--- src/rtl/mips_isa_pkg.sv ---
// MIPS ISA constants shared by the instruction encoder:
// op enum, opcode/funct fields, FSM states and word builders.
package mips_isa_pkg;

    typedef enum logic [4:0] {
        OP_SLL, OP_SRL, OP_SRA, OP_JR, OP_JALR,
        OP_ADD, OP_ADDU, OP_SUB, OP_SUBU,
        OP_AND, OP_OR, OP_XOR, OP_NOR,
        OP_SLT, OP_SLTU, OP_MUL, OP_BEQ,
        OP_ADDI, OP_ADDIU, OP_SLTI, OP_SLTIU,
        OP_ANDI, OP_LUI, OP_LW, OP_SW,
        OP_J, OP_JAL
    } op_e;

    localparam logic [5:0] OPC_SPECIAL  = 6'h00;
    localparam logic [5:0] OPC_SPECIAL2 = 6'h1C;
    localparam logic [5:0] OPC_J        = 6'h02;
    localparam logic [5:0] OPC_JAL      = 6'h03;
    localparam logic [5:0] OPC_BEQ      = 6'h04;
    localparam logic [5:0] OPC_ADDI     = 6'h08;
    localparam logic [5:0] OPC_ADDIU    = 6'h09;
    localparam logic [5:0] OPC_SLTI     = 6'h0A;
    localparam logic [5:0] OPC_SLTIU    = 6'h0B;
    localparam logic [5:0] OPC_ANDI     = 6'h0C;
    localparam logic [5:0] OPC_LUI      = 6'h0F;
    localparam logic [5:0] OPC_LW       = 6'h23;
    localparam logic [5:0] OPC_SW       = 6'h2B;

    localparam logic [5:0] FN_SLL  = 6'h00;
    localparam logic [5:0] FN_SRL  = 6'h02;
    localparam logic [5:0] FN_SRA  = 6'h03;
    localparam logic [5:0] FN_JR   = 6'h08;
    localparam logic [5:0] FN_JALR = 6'h09;
    localparam logic [5:0] FN_ADD  = 6'h20;
    localparam logic [5:0] FN_ADDU = 6'h21;
    localparam logic [5:0] FN_SUB  = 6'h22;
    localparam logic [5:0] FN_SUBU = 6'h23;
    localparam logic [5:0] FN_AND  = 6'h24;
    localparam logic [5:0] FN_OR   = 6'h25;
    localparam logic [5:0] FN_XOR  = 6'h26;
    localparam logic [5:0] FN_NOR  = 6'h27;
    localparam logic [5:0] FN_SLT  = 6'h2A;
    localparam logic [5:0] FN_SLTU = 6'h2B;
    localparam logic [5:0] FN_MUL  = 6'h02;

    typedef enum logic [1:0] {
        ST_IDLE,
        ST_WRITE,
        ST_ERR
    } state_e;

    function automatic logic [31:0] rWord(
        input logic [5:0] opc,
        input logic [4:0] rs,
        input logic [4:0] rt,
        input logic [4:0] rd,
        input logic [4:0] sh,
        input logic [5:0] fn
    );
        return {opc, rs, rt, rd, sh, fn};
    endfunction

    function automatic logic [31:0] iWord(
        input logic [5:0]  opc,
        input logic [4:0]  rs,
        input logic [4:0]  rt,
        input logic [15:0] imm
    );
        return {opc, rs, rt, imm};
    endfunction

    function automatic logic [31:0] jWord(
        input logic [5:0]  opc,
        input logic [25:0] tgt
    );
        return {opc, tgt};
    endfunction

endpackage

--- src/rtl/inst_encode_comb.sv ---
// Pure combinational MIPS encoder: op + fields -> 32-bit word.
// Unused fields are forced to zero regardless of the inputs.
module inst_encode_comb
    import mips_isa_pkg::*;
(
    input  logic [4:0]  in_op,
    input  logic [4:0]  in_rs,
    input  logic [4:0]  in_rt,
    input  logic [4:0]  in_rd,
    input  logic [4:0]  in_shamt,
    input  logic [15:0] in_imm,
    input  logic [25:0] in_target,
    output logic [31:0] encWord,
    output logic        encOk
);

    op_e        op;
    logic [5:0] funct;
    logic [5:0] iOpc;

    assign op = op_e'(in_op);

    always_comb begin
        funct = FN_SLL;
        unique case (op)
            OP_SLL:  funct = FN_SLL;
            OP_SRL:  funct = FN_SRL;
            OP_SRA:  funct = FN_SRA;
            OP_JR:   funct = FN_JR;
            OP_JALR: funct = FN_JALR;
            OP_ADD:  funct = FN_ADD;
            OP_ADDU: funct = FN_ADDU;
            OP_SUB:  funct = FN_SUB;
            OP_SUBU: funct = FN_SUBU;
            OP_AND:  funct = FN_AND;
            OP_OR:   funct = FN_OR;
            OP_XOR:  funct = FN_XOR;
            OP_NOR:  funct = FN_NOR;
            OP_SLT:  funct = FN_SLT;
            OP_SLTU: funct = FN_SLTU;
            default: funct = FN_SLL;
        endcase
    end

    always_comb begin
        iOpc = OPC_SPECIAL;
        unique case (op)
            OP_BEQ:   iOpc = OPC_BEQ;
            OP_ADDI:  iOpc = OPC_ADDI;
            OP_ADDIU: iOpc = OPC_ADDIU;
            OP_SLTI:  iOpc = OPC_SLTI;
            OP_SLTIU: iOpc = OPC_SLTIU;
            OP_ANDI:  iOpc = OPC_ANDI;
            OP_LUI:   iOpc = OPC_LUI;
            OP_LW:    iOpc = OPC_LW;
            OP_SW:    iOpc = OPC_SW;
            default:  iOpc = OPC_SPECIAL;
        endcase
    end

    always_comb begin
        encWord = '0;
        encOk   = 1'b1;
        unique case (op)
            OP_SLL, OP_SRL, OP_SRA:
                encWord = rWord(OPC_SPECIAL, 5'd0, in_rt,
                                in_rd, in_shamt, funct);
            OP_JR:
                encWord = rWord(OPC_SPECIAL, in_rs, 5'd0,
                                5'd0, 5'd0, funct);
            OP_JALR:
                encWord = rWord(OPC_SPECIAL, in_rs, 5'd0,
                                in_rd, 5'd0, funct);
            OP_ADD, OP_ADDU, OP_SUB, OP_SUBU,
            OP_AND, OP_OR, OP_XOR, OP_NOR,
            OP_SLT, OP_SLTU:
                encWord = rWord(OPC_SPECIAL, in_rs, in_rt,
                                in_rd, 5'd0, funct);
            OP_MUL:
                encWord = rWord(OPC_SPECIAL2, in_rs, in_rt,
                                in_rd, 5'd0, FN_MUL);
            OP_BEQ, OP_ADDI, OP_ADDIU, OP_SLTI,
            OP_SLTIU, OP_ANDI, OP_LW, OP_SW:
                encWord = iWord(iOpc, in_rs, in_rt, in_imm);
            OP_LUI:
                encWord = iWord(iOpc, 5'd0, in_rt, in_imm);
            OP_J:
                encWord = jWord(OPC_J, in_target);
            OP_JAL:
                encWord = jWord(OPC_JAL, in_target);
            default: begin
                encWord = '0;
                encOk   = 1'b0;
            end
        endcase
    end

endmodule

--- src/rtl/inst_encoder.sv ---
// Instruction encoder: accepts an op request, encodes it and writes
// the word to memory at an auto-incrementing pointer.
module inst_encoder
    import mips_isa_pkg::*;
(
    input  logic        clk,
    input  logic        reset,
    input  logic        base_load,
    input  logic [31:0] base_addr,
    input  logic        in_valid,
    output logic        in_ready,
    input  logic [4:0]  in_op,
    input  logic [4:0]  in_rs,
    input  logic [4:0]  in_rt,
    input  logic [4:0]  in_rd,
    input  logic [4:0]  in_shamt,
    input  logic [15:0] in_imm,
    input  logic [25:0] in_target,
    output logic        mem_req,
    input  logic        mem_ack,
    output logic [31:0] mem_addr,
    output logic [31:0] mem_wdata,
    output logic        err,
    output logic [15:0] word_count
);

    state_e      state;
    state_e      stateNext;
    logic [31:0] wrPtr;
    logic [31:0] encWord;
    logic        encOk;
    logic        accept;
    logic        ackDone;
    logic        unusedBase;

    assign unusedBase = ^base_addr[1:0];

    inst_encode_comb uEnc (
        .in_op     (in_op),
        .in_rs     (in_rs),
        .in_rt     (in_rt),
        .in_rd     (in_rd),
        .in_shamt  (in_shamt),
        .in_imm    (in_imm),
        .in_target (in_target),
        .encWord   (encWord),
        .encOk     (encOk)
    );

    assign in_ready = (state == ST_IDLE) && !base_load;
    assign accept   = in_valid && in_ready;
    assign ackDone  = (state == ST_WRITE) && mem_ack;
    assign mem_req  = (state == ST_WRITE);
    assign err      = (state == ST_ERR);

    always_comb begin
        stateNext = state;
        unique case (state)
            ST_IDLE:
                if (accept)
                    stateNext = encOk ? ST_WRITE : ST_ERR;
            ST_WRITE:
                if (mem_ack)
                    stateNext = ST_IDLE;
            ST_ERR:
                stateNext = ST_IDLE;
            default:
                stateNext = ST_IDLE;
        endcase
    end

    always_ff @(posedge clk or negedge reset) begin
        if (!reset)
            state <= ST_IDLE;
        else
            state <= stateNext;
    end

    always_ff @(posedge clk or negedge reset) begin
        if (!reset) begin
            wrPtr      <= '0;
            word_count <= '0;
            mem_addr   <= '0;
            mem_wdata  <= '0;
        end else begin
            if (state == ST_IDLE && base_load)
                wrPtr <= {base_addr[31:2], 2'b00};
            if (accept && encOk) begin
                mem_addr  <= wrPtr;
                mem_wdata <= encWord;
            end
            // Pointer wraps naturally at 32 bits, count at 16.
            if (ackDone) begin
                wrPtr      <= wrPtr + 32'd4;
                word_count <= word_count + 16'd1;
            end
        end
    end

endmodule

--- config.mk ---
export PLATFORM = sky130hd
export DESIGN_NAME = inst_encoder
export DESIGN_NICKNAME = d
export VERILOG_FILES = /design/src/rtl/mips_isa_pkg.sv /design/src/rtl/inst_encode_comb.sv /design/src/rtl/inst_encoder.sv
export SDC_FILE = /design/constraint.sdc
export NUM_CORES = 1
export LEC_CHECK = 0
export BUFFER_PORTS_ARGS = -buffer_cell sky130_fd_sc_hd__buf_4
export CORE_UTILIZATION = 44
export CTS_CLUSTER_DIAMETER = 100
export CTS_CLUSTER_SIZE = 14
export DETAILED_ROUTE_END_ITERATION = 10
export PLACE_DENSITY = 0.71
export REMOVE_ABC_BUFFERS = 1
export SLEW_MARGIN = 0
export SYNTH_ARGS = -nofsm -noshare
export SYNTH_HDL_FRONTEND = slang
export SYNTH_SLANG_ARGS = --single-unit
--- constraint.sdc ---
create_clock -name clk -period 2.4 [get_ports clk]
set_input_delay 0.24 -clock clk [delete_from_list [all_inputs] [get_ports clk]]
set_output_delay 0.24 -clock clk [all_outputs]
set_load 0.01 [all_outputs]
==> results.json, run 1 <==
{
  "crit_path_end_kind": "register",
  "grt_overflow": 0,
  "ys_async_sr_fraction_pct": 100,
  "drt_iter0_drc": 262,
  "ctsLongestPathBuffers": 2,
  "met3_wirelength_um": 1200,
  "power.total_w": 0.00618,
  "dr.pass1.iters": 5,
  "layout_commonest_cell": "buf_4",
  "cts_setup_buffers": 0,
  "worstHoldStart": "base_addr[27]",
  "grt_setup_unrepaired": "false",
  "ant_nets": 0,
  "synth_flop_cell": "dfrtp_1",
  "routed.top_layer": "met4",
  "yosysSeqAreaShare_pct": 49.1,
  "critPathLaunchType": "register",
  "dr_wl_met2_um": 7650,
  "min_period_over_period_pct": 82.5,
  "synth_xor_xnor_area_share_pct": 2.97,
  "routed_wl_um": 15600,
  "hold_viol_final": 0,
  "yosys.area_share.simple_pct": 24.3,
  "numCtsBuffers": 9,
  "synth.yosys.warnings": 0,
  "cts_tree": "done",
  "route.detailed.drc": 0,
  "ir_drop_mv": 0.410,
  "total_leakage_power_nw": 3.60,
  "portBuffers": 182,
  "num_antenna_cells": 0,
  "criticalPathCategory": "register to register",
  "worst_pin_slew_ns": 0.940,
  "synth_edf_count": 0,
  "finalSetupViolCount": 0,
  "gp_routability_congestion": 0.836,
  "antenna_found_initial": 0,
  "hold_end": "wrPtr[27]",
  "grt_pass1_vias": 5285,
  "cts_sinks": 110,
  "drive_gt1_share_pct": 29.3,
  "nFillCells": 1114,
  "grt_pass1_wl_um": 25500,
  "power_density_nw_per_um2": 819,
  "die_x_um": 115,
  "synth.distinct_cells": 57,
  "ys_ff_latch": 110,
  "die_h_um": 115,
  "synth_top_family_by_area": "simple AND/OR/NAND/NOR gates",
  "reg2reg_to": "wrPtr[20]",
  "clock_latency_ns": 0.35,
  "utilization_pct": 61.8,
  "syn_avg_cell_area_um2": 9.16,
  "ios": 187,
  "cp.arrival_ns": 2.24,
  "grt_max_degree": 48,
  "nets": 904,
  "cp.required_ns": 2.66,
  "cap_viol_max_count": 0,
  "outcome": "complete, no violations",
  "start_util_pct": 45.9,
  "worstHoldPathCells": 2,
  "fin_skew_ns": 0.00525,
  "rows": 40,
  "synthCells": 612,
  "netlist_area_um2": 5610,
  "synthMuxAreaShare_pct": 0.536,
  "period_needed_ns": 1.98,
  "maxSlewViolCount": 0,
  "cp_max_fo": 8,
  "area_delta_synth_final_pct": 34.6,
  "core_um2": 12200,
  "synth_fa_ha_area_share_pct": 2.01,
  "vias": 5334,
  "hold_path_class": "primary input to register",
  "r2r_cells": 6,
  "viasPerCell": 5.53,
  "place_hpwl_um": 11400,
  "finalHoldWorstSlack_ns": 0.104,
  "max_slew_margin_pct": 37.3,
  "final_cell_mix": "buf_4, nand2_1, dfrtp_1",
  "wire_per_inst_um": 16.2,
  "cts_root_buf": "clkbuf_16",
  "wl_met1_um": 6530,
  "clk_pin_slew_ns": 0.07,
  "synth_compound_area_share_pct": 17.1,
  "htreeDepth": 3,
  "track_usage_pct": 24.4,
  "fmax_ghz": 0.505,
  "die_area_um2": 13200,
  "reg2reg_from": "wrPtr[2]",
  "rrSetupSlack_ns": 0.42
}
-- worst max-delay path by stage --
stage	from	endpoint	slack, ns
final	wrPtr[2]	wrPtr[20]	0.42
after CTS	wrPtr[2]	wrPtr[20]	0.43
after detailed placement	in_op[0]	mem_wdata[2]	0.12
after global routing	wrPtr[2]	wrPtr[22]	0.22
after global placement	in_op[0]	mem_wdata[6]	0.20
after floorplan	state[0]	mem_wdata[4]	-0.27
-- area by class of cell --
cell class | instances | area [um^2] | share of cell area, %
Tap cell | 168 | 210 | 2.79
Clock inverter | 4 | 77.6 | 1.03
Multi-Input combinational cell | 456 | 2640 | 35.0
Inverter | 11 | 41.3 | 0.547
Timing Repair Buffer | 203 | 1560 | 20.7
Clock buffer | 12 | 256 | 3.40
Sequential cell | 110 | 2750 | 36.5
-- sequential cells by signal, summed over array words and instances (netlist names) --
register,flops
mem_wdata,32
wrPtr,30
mem_addr,30
state,2
word_count,16
-- cell families (layout without fill, tap and decap cells) --
kind of cell / count (synthesis) / count (layout)
and+or+nand+nor: 283 / 283
adders and majority gates: 9 / 9
other: 1 / 2
muxes: 3 / 3
buffers and inverters: 47 / 230
xor gates and xnor gates: 19 / 19
AOI/OAI and AO/OA: 140 / 140
DFF: 110 / 110
-- per-layer routing --
metal / vias up / track usage (%)
li1: 2549 / -
met2: 212 / 42.5
met1: 2557 / 29.6
met3: 16 / 5.69
met5: - / 0
met4: 0 / 8.66
-- worst max-delay path, cell delays in order (launching register included) --
cell	delay, ns
dfrtp_1	0.44
ha_1	0.25
and4_1	0.32
nand2_1	0.18
nor2_2	0.32
nand4_1	0.14
a211oi_1	0.23
-- per-stage QoR --
step	setup WS, ns	area (um^2)	cells	TNS [ns]
2_1_floorplan	-0.274	5430	577	-8.70
3_3_place_gp	0.204	7200	947	0
3_5_place_dp	0.124	7200	947	0
4_1_cts	0.427	7540	964	0
5_1_grt	0.225	7540	964	0
6_report	0.419	7540	964	0
-- timing repair --
action,in CTS,in global routing
hold buffers,1,0
resized for setup,0,0
endpoints found under the hold margin,40,0
-- power breakdown --
group | internal [W] | total, W | switching (W) | leakage [nW]
combinational | 0.000914 | 0.00182 | 0.000905 | 2.07
sequential | 0.00231 | 0.00269 | 0.000385 | 1.37
clock | 0.000979 | 0.00167 | 0.000690 | 0.163
total | 0.00420 | 0.00618 | 0.00198 | 3.60
-- cell usage after synthesis (4+ instances only) --
library cell / instances / area [um^2]
o21ai_0: 21 / 105
ha_1: 9 / 113
clkbuf_1: 15 / 56.3
a311oi_1: 8 / 70.1
and3_1: 7 / 43.8
a31oi_1: 4 / 25.0
o21ai_1: 17 / 85.1
and4_1: 8 / 70.1
a21oi_1: 24 / 120
nand4_1: 9 / 56.3
nor2_1: 48 / 180
nor4_1: 6 / 37.5
nor3_1: 13 / 65.1
xnor2_1: 17 / 149
nand2b_1: 8 / 50.1
nand3_1: 15 / 75.1
dfrtp_1: 110 / 2750
buf_2: 13 / 65.1
and2_1: 4 / 25.0
a221oi_1: 7 / 61.3
a222oi_1: 14 / 140
o22ai_1: 7 / 43.8
nand2_1: 145 / 544
a211oi_1: 10 / 75.1
o211ai_1: 5 / 37.5
inv_1: 11 / 41.3
No activity file was read; power rests on OpenSTA's default activity.
==> run 2, diff against run 1 <==
- PLACE_DENSITY: 0.71 -> 0.74
- clock period: 2.4 -> 1.7 ns (I/O delays scaled with it)
==> run 2 against run 1 <==
Total power rose by 46%. Clock-buffer cell count fell by 3. Setup slack got worse by 0.38 ns. Final cell count rose by 7.5%. Clock power rose by 31%. Critical path type unchanged. Clock skew rose by 0.0031 ns. Combinational power rose by 69%. Critical path depth fell by 1. Largest power group unchanged. Maximum frequency rose by 19%.
==> results.json, run 2 (synthesis gave the netlist of run 1 again) <==
{
  "track_usage_pct": 26.6,
  "worstHoldStart": "mem_ack",
  "dr.pass1.iters": 6,
  "maxSlewViolCount": 0,
  "min_period_over_period_pct": 97.7,
  "ant_nets": 0,
  "place_hpwl_um": 12700,
  "critPathLaunchType": "register",
  "place_ws_ns": -0.409,
  "design_area_um2": 8310,
  "wire_per_inst_um": 16.7,
  "htreeDepth": 3,
  "clock_latency_ns": 0.35,
  "hold_viol_final": 0,
  "total_leakage_power_nw": 3.99,
  "r2r_cells": 5,
  "core_um2": 12200,
  "rows": 40,
  "max_slew_margin_pct": 63.6,
  "grt_max_degree": 41,
  "viasPerCell": 5.53,
  "drt_iter0_drc": 368,
  "largest_reg_flops": 32,
  "worstHoldPathCells": 2,
  "power_switching_w": 0.00300,
  "power_density_nw_per_um2": 1080,
  "cp.arrival_ns": 1.88,
  "clkPwrFrac_pct": 24.2,
  "finalSetupViolCount": 0,
  "antenna_found_initial": 0,
  "ir_drop_mv": 0.621,
  "reg2reg_to": "wrPtr[21]",
  "crit_cells": 5,
  "final_cell_mix": "buf_4, nand2_1, dfrtp_1",
  "p_comb_share_pct": 34.2,
  "worst_pin_slew_ns": 0.546,
  "setup_slack_ns": 0.0385,
  "routed_wl_um": 17300,
  "placed_area_um2": 7770,
  "crit_family": "simple AND/OR/NAND/NOR gates",
  "grt_pass1_vias": 5519,
  "cts_sinks": 110,
  "switching_share_pct": 33.3,
  "path_cells": "and4_4, nand4_2, or3_4, o211ai_1, o311ai_1",
  "hold_path_class": "primary input to register",
  "cts_tree": "done",
  "cp_slowest_stage_delay_ns": 0.41,
  "reg2reg_from": "wrPtr[2]",
  "grt_setup_unrepaired": "true",
  "die_x_um": 115,
  "ios": 187,
  "start_util_pct": 45.9,
  "outcome": "complete, no violations",
  "reg_top3": "mem_wdata (32), mem_addr (30), wrPtr (30)",
  "p_int_w": 0.00602,
  "portBuffers": 182,
  "cp_max_fo": 4,
  "period_needed_ns": 1.66,
  "nFillCells": 1007,
  "grt_pass1_wl_um": 27300,
  "drive_gt1_share_pct": 39.4,
  "cpMaxStageDelayCell": "dfrtp_2",
  "numCtsBuffers": 9,
  "criticalPathCategory": "register to register",
  "cap_viol_max_count": 0,
  "layout_commonest_cell": "buf_4",
  "hold_end": "state[0]",
  "die_area_um2": 13200,
  "route.detailed.drc": 0,
  "fin_skew_ns": 0.00833,
  "fmax_ghz": 0.602,
  "nets": 976,
  "clk_pin_slew_ns": 0.08,
  "grt_overflow": 0,
  "ctsLongestPathBuffers": 2,
  "critPathBufInv": 0,
  "cts_root_buf": "clkbuf_16",
  "rrSetupSlack_ns": 0.04,
  "die_h_um": 115,
  "num_antenna_cells": 0,
  "cp.required_ns": 1.92,
  "gp_routability_congestion": 0.881,
  "crit_path_end_kind": "register",
  "p_seq_share_pct": 41.6,
  "area_delta_synth_final_pct": 48.3,
  "largest_register": "mem_wdata",
  "vias": 5733
}
[run 2: cell count changes in the layout (fill, tap and decap cells not counted), moves of 3 or more]
cell     previous run  this run
nor3_1             13         9
o21ai_0            21        18
and4_4              0         3
nor2_1             48        44
ha_2                0         4
ha_1                9         4
buf_4             199       262
nand2_1           144       141
buf_6               0         3
buf_12              3         8
nor3_2              2         5
nand2_2             1         4
and4_1              8         4
o21ai_1            17        20
[run 2: worst max path at each step]
stage	from	endpoint	slack, ns
3_5_place_dp	in_op[0]	mem_wdata[3]	-0.41
2_1_floorplan	state[0]	mem_wdata[4]	-0.97
3_3_place_gp	in_op[0]	mem_wdata[3]	-0.34
6_report	wrPtr[2]	wrPtr[21]	0.04
4_1_cts	wrPtr[3]	wrPtr[22]	-0.0006
5_1_grt	state[1]	word_count[10]	-0.07
[run 2: stage by stage]
stage | instances | hold WS (ns) | total power, W | setup TNS [ns] | util [%]
floorplan | 577 | -0.126 | 0.00496 | -49.76 | -
global placement | 1015 | 0.184 | 0.00663 | -12.72 | 63.7
detailed placement | 1015 | 0.185 | 0.00674 | -15.74 | 63.7
CTS | 1033 | 0.0262 | 0.00896 | -0.000590 | 66.6
global route | 1036 | 0.0327 | 0.00955 | -0.262 | 68.1
finish | 1036 | 0.0298 | 0.00901 | 0 | 68.1
[run 2: final cells by class]
| cell class | instances | area [um^2] | share of cell area (%) |
|---|---|---|---|
| clock buffer | 9 | 225 | 2.71 |
| clock inverter | 7 | 80.1 | 0.963 |
| inverter | 11 | 41.3 | 0.497 |
| multi-input combinational | 456 | 2810 | 33.8 |
| sequential | 110 | 2760 | 33.1 |
| tap | 168 | 210 | 2.53 |
| timing repair buffer | 275 | 2200 | 26.4 |
[run 2: routing by layer]
metal  up-vias  GRT usage (%)  wire, um
met5         -              0         0
met4         0           9.96       362
met3        24           6.27      1410
met2       272           46.3      8550
met1      2727           32.0      6950
li1       2710              -         -
[run 2: power by group through the flow]
| stage | combinational [W] | sequential (W) | clock (W) |
|---|---|---|---|
| floorplan | 0.000984 | 0.00398 | 0 |
| global placement | 0.00288 | 0.00375 | 0 |
| detailed placement | 0.00296 | 0.00379 | 0 |
| CTS | 0.00300 | 0.00374 | 0.00223 |
| global route | 0.00337 | 0.00384 | 0.00233 |
| finish | 0.00308 | 0.00375 | 0.00218 |
[run 2: timing repair]
item,CTS,global route
gates cloned,0,1
hold buffers,1,0
setup buffers,1,2
endpoints found under the setup margin,16,68
gates resized for setup,11,38
hold endpoints to repair,38,0
pin swaps,3,11
==> run 3, diff against run 2 <==
- REMOVE_ABC_BUFFERS: 1 -> not set
==> run 3 against run 2 <==
Core utilization grew 0.13 points. Largest cell class unchanged. Largest power group unchanged. Clock power shrank 6%. The flow now finishes with violations (negative setup slack). Worst hold slack lost 0.013 ns. Sequential power is essentially flat. Global-route usage shrank 1.2 points. Clock-buffer cell count grew 5. Sequential cell count is the same. Critical path depth grew 1.
==> results.json, run 3 (synthesis gave the netlist of run 1 again) <==
{
  "outcome": "finished with violations",
  "violations": "negative setup slack",
  "place_hpwl_um": 12400,
  "worst_pin_slew_ns": 0.546,
  "die_x_um": 115,
  "power.total_w": 0.00888,
  "cp_slowest_stage_delay_ns": 0.37,
  "layout_commonest_cell": "buf_4",
  "cts_root_buf": "clkbuf_16",
  "largest_reg_flops": 32,
  "cts_tree": "done",
  "rrSetupSlack_ns": -0.03,
  "cpMaxStageDelayCell": "dfrtp_1",
  "grt_overflow": 0,
  "antenna_found_initial": 0,
  "setup_slack_ns": -0.0258,
  "ctsLongestPathBuffers": 2,
  "drt_iter0_drc": 427,
  "place_ws_ns": -0.321,
  "portBuffers": 182,
  "cp.required_ns": 1.97,
  "critPathBufInv": 1,
  "grt_pass1_wl_um": 26200,
  "cp.arrival_ns": 1.99,
  "route.detailed.drc": 0,
  "routed_wl_um": 17100,
  "nets": 971,
  "rows": 40,
  "path_cells": "and4_2, nand4_4, buf_6, nor4_4, a311oi_2, a211oi_2",
  "ios": 187,
  "min_period_over_period_pct": 102,
  "final_cell_mix": "buf_4, nand2_1, dfrtp_1",
  "gp_routability_congestion": 0.882,
  "die_h_um": 115,
  "total_leakage_power_nw": 3.97,
  "period_needed_ns": 1.73,
  "cp_max_fo": 4,
  "core_um2": 12200,
  "nFillCells": 983,
  "crit_path_end_kind": "register",
  "start_util_pct": 45.9,
  "fmax_ghz": 0.579,
  "vias": 5673,
  "max_slew_margin_pct": 63.6,
  "grt_max_degree": 42,
  "num_antenna_cells": 0,
  "reg_top3": "mem_wdata (32), mem_addr (30), wrPtr (30)",
  "drive_gt1_share_pct": 38.9,
  "dr.pass1.iters": 6,
  "area_delta_synth_final_pct": 48.6,
  "multi_input_area_um2": 2840,
  "finalSetupViolCount": 1,
  "die_area_um2": 13200,
  "critPathLaunchType": "register",
  "ff_latch_area_um2": 2750,
  "grt_setup_unrepaired": "true",
  "maxSlewViolCount": 0,
  "htreeDepth": 3,
  "ant_nets": 0,
  "clk_pin_slew_ns": 0.07,
  "grt_pass1_vias": 5448,
  "hold_path_class": "primary input to register",
  "numCtsBuffers": 9,
  "finalSetupTns_ns": -0.0258,
  "cts_sinks": 110,
  "final_cells": 1031,
  "fin_skew_ns": 0.00668,
  "criticalPathCategory": "register to register",
  "largest_register": "mem_wdata",
  "wire_per_inst_um": 16.6,
  "track_usage_pct": 25.4,
  "hold_viol_final": 0,
  "crit_family": "simple AND/OR/NAND/NOR gates",
  "clock_latency_ns": 0.35,
  "ir_drop_mv": 0.688,
  "dp.cells": 1006,
  "power_density_nw_per_um2": 1070,
  "viasPerCell": 5.50,
  "cap_viol_max_count": 0,
  "finalHoldWorstSlack_ns": 0.0165
}
-- run 3: power breakdown --
part,total [W],switching (W),internal [W]
sequential,0.00376,0.000497,0.00326
clock,0.00204,0.000954,0.00108
combinational,0.00309,0.00150,0.00159
-- run 3: worst paths after layout --
path / startpoint / end / depth (start not counted)
max in group asynchronous: reset / state[0] / 3
setup / recovery: wrPtr[9] / wrPtr[29] / 6
hold / removal: mem_ack / state[0] / 2
hold reg to reg: mem_addr[16] / mem_addr[16] / 2
setup reg to reg: wrPtr[9] / wrPtr[29] / 6
min in group asynchronous: reset / mem_wdata[12] / 2
-- run 3: per-stage QoR --
| step | area, um^2 | util, % |
|---|---|---|
| after CTS | 8010 | 65.6 |
| after floorplan | 5660 | - |
| after global routing | 8330 | 68.2 |
| final | 8330 | 68.2 |
| after global placement | 7700 | 63.1 |
| after detailed placement | 7700 | 63.1 |
-- run 3: area by class of cell --
cell class	instances	share of cell area, %
Multi-Input combinational cell	456	34.1
Sequential cell	110	33.1
Timing Repair Buffer	270	26.4
Clock buffer	14	3.17
Tap cell	168	2.52
Inverter	11	0.541
Clock inverter	2	0.195
-- run 3: worst register-to-register path, stage by stage (launching register included) --
cell      delay (ns)
dfrtp_1         0.37
and4_2          0.28
nand4_4         0.12
buf_6           0.16
nor4_4          0.33
a311oi_2        0.16
a211oi_2        0.22
-- run 3: repair_timing --
item                                    CTS  global route
hold buffers                              1             0
pin swaps                                 1            21
cloned                                    0             5
endpoints found under the hold margin    38             0
resized for setup                         5            47
buffers inserted                          0             4
endpoints found under the setup margin    5            50
-- run 3: metal layers --
layer	up-vias	global-route usage [%]	routed length [um]
li1	2685	-	-
met1	2738	31.2	6960
met2	219	44.1	8760
met3	31	4.43	1020
met4	0	10.4	404
met5	-	0	0
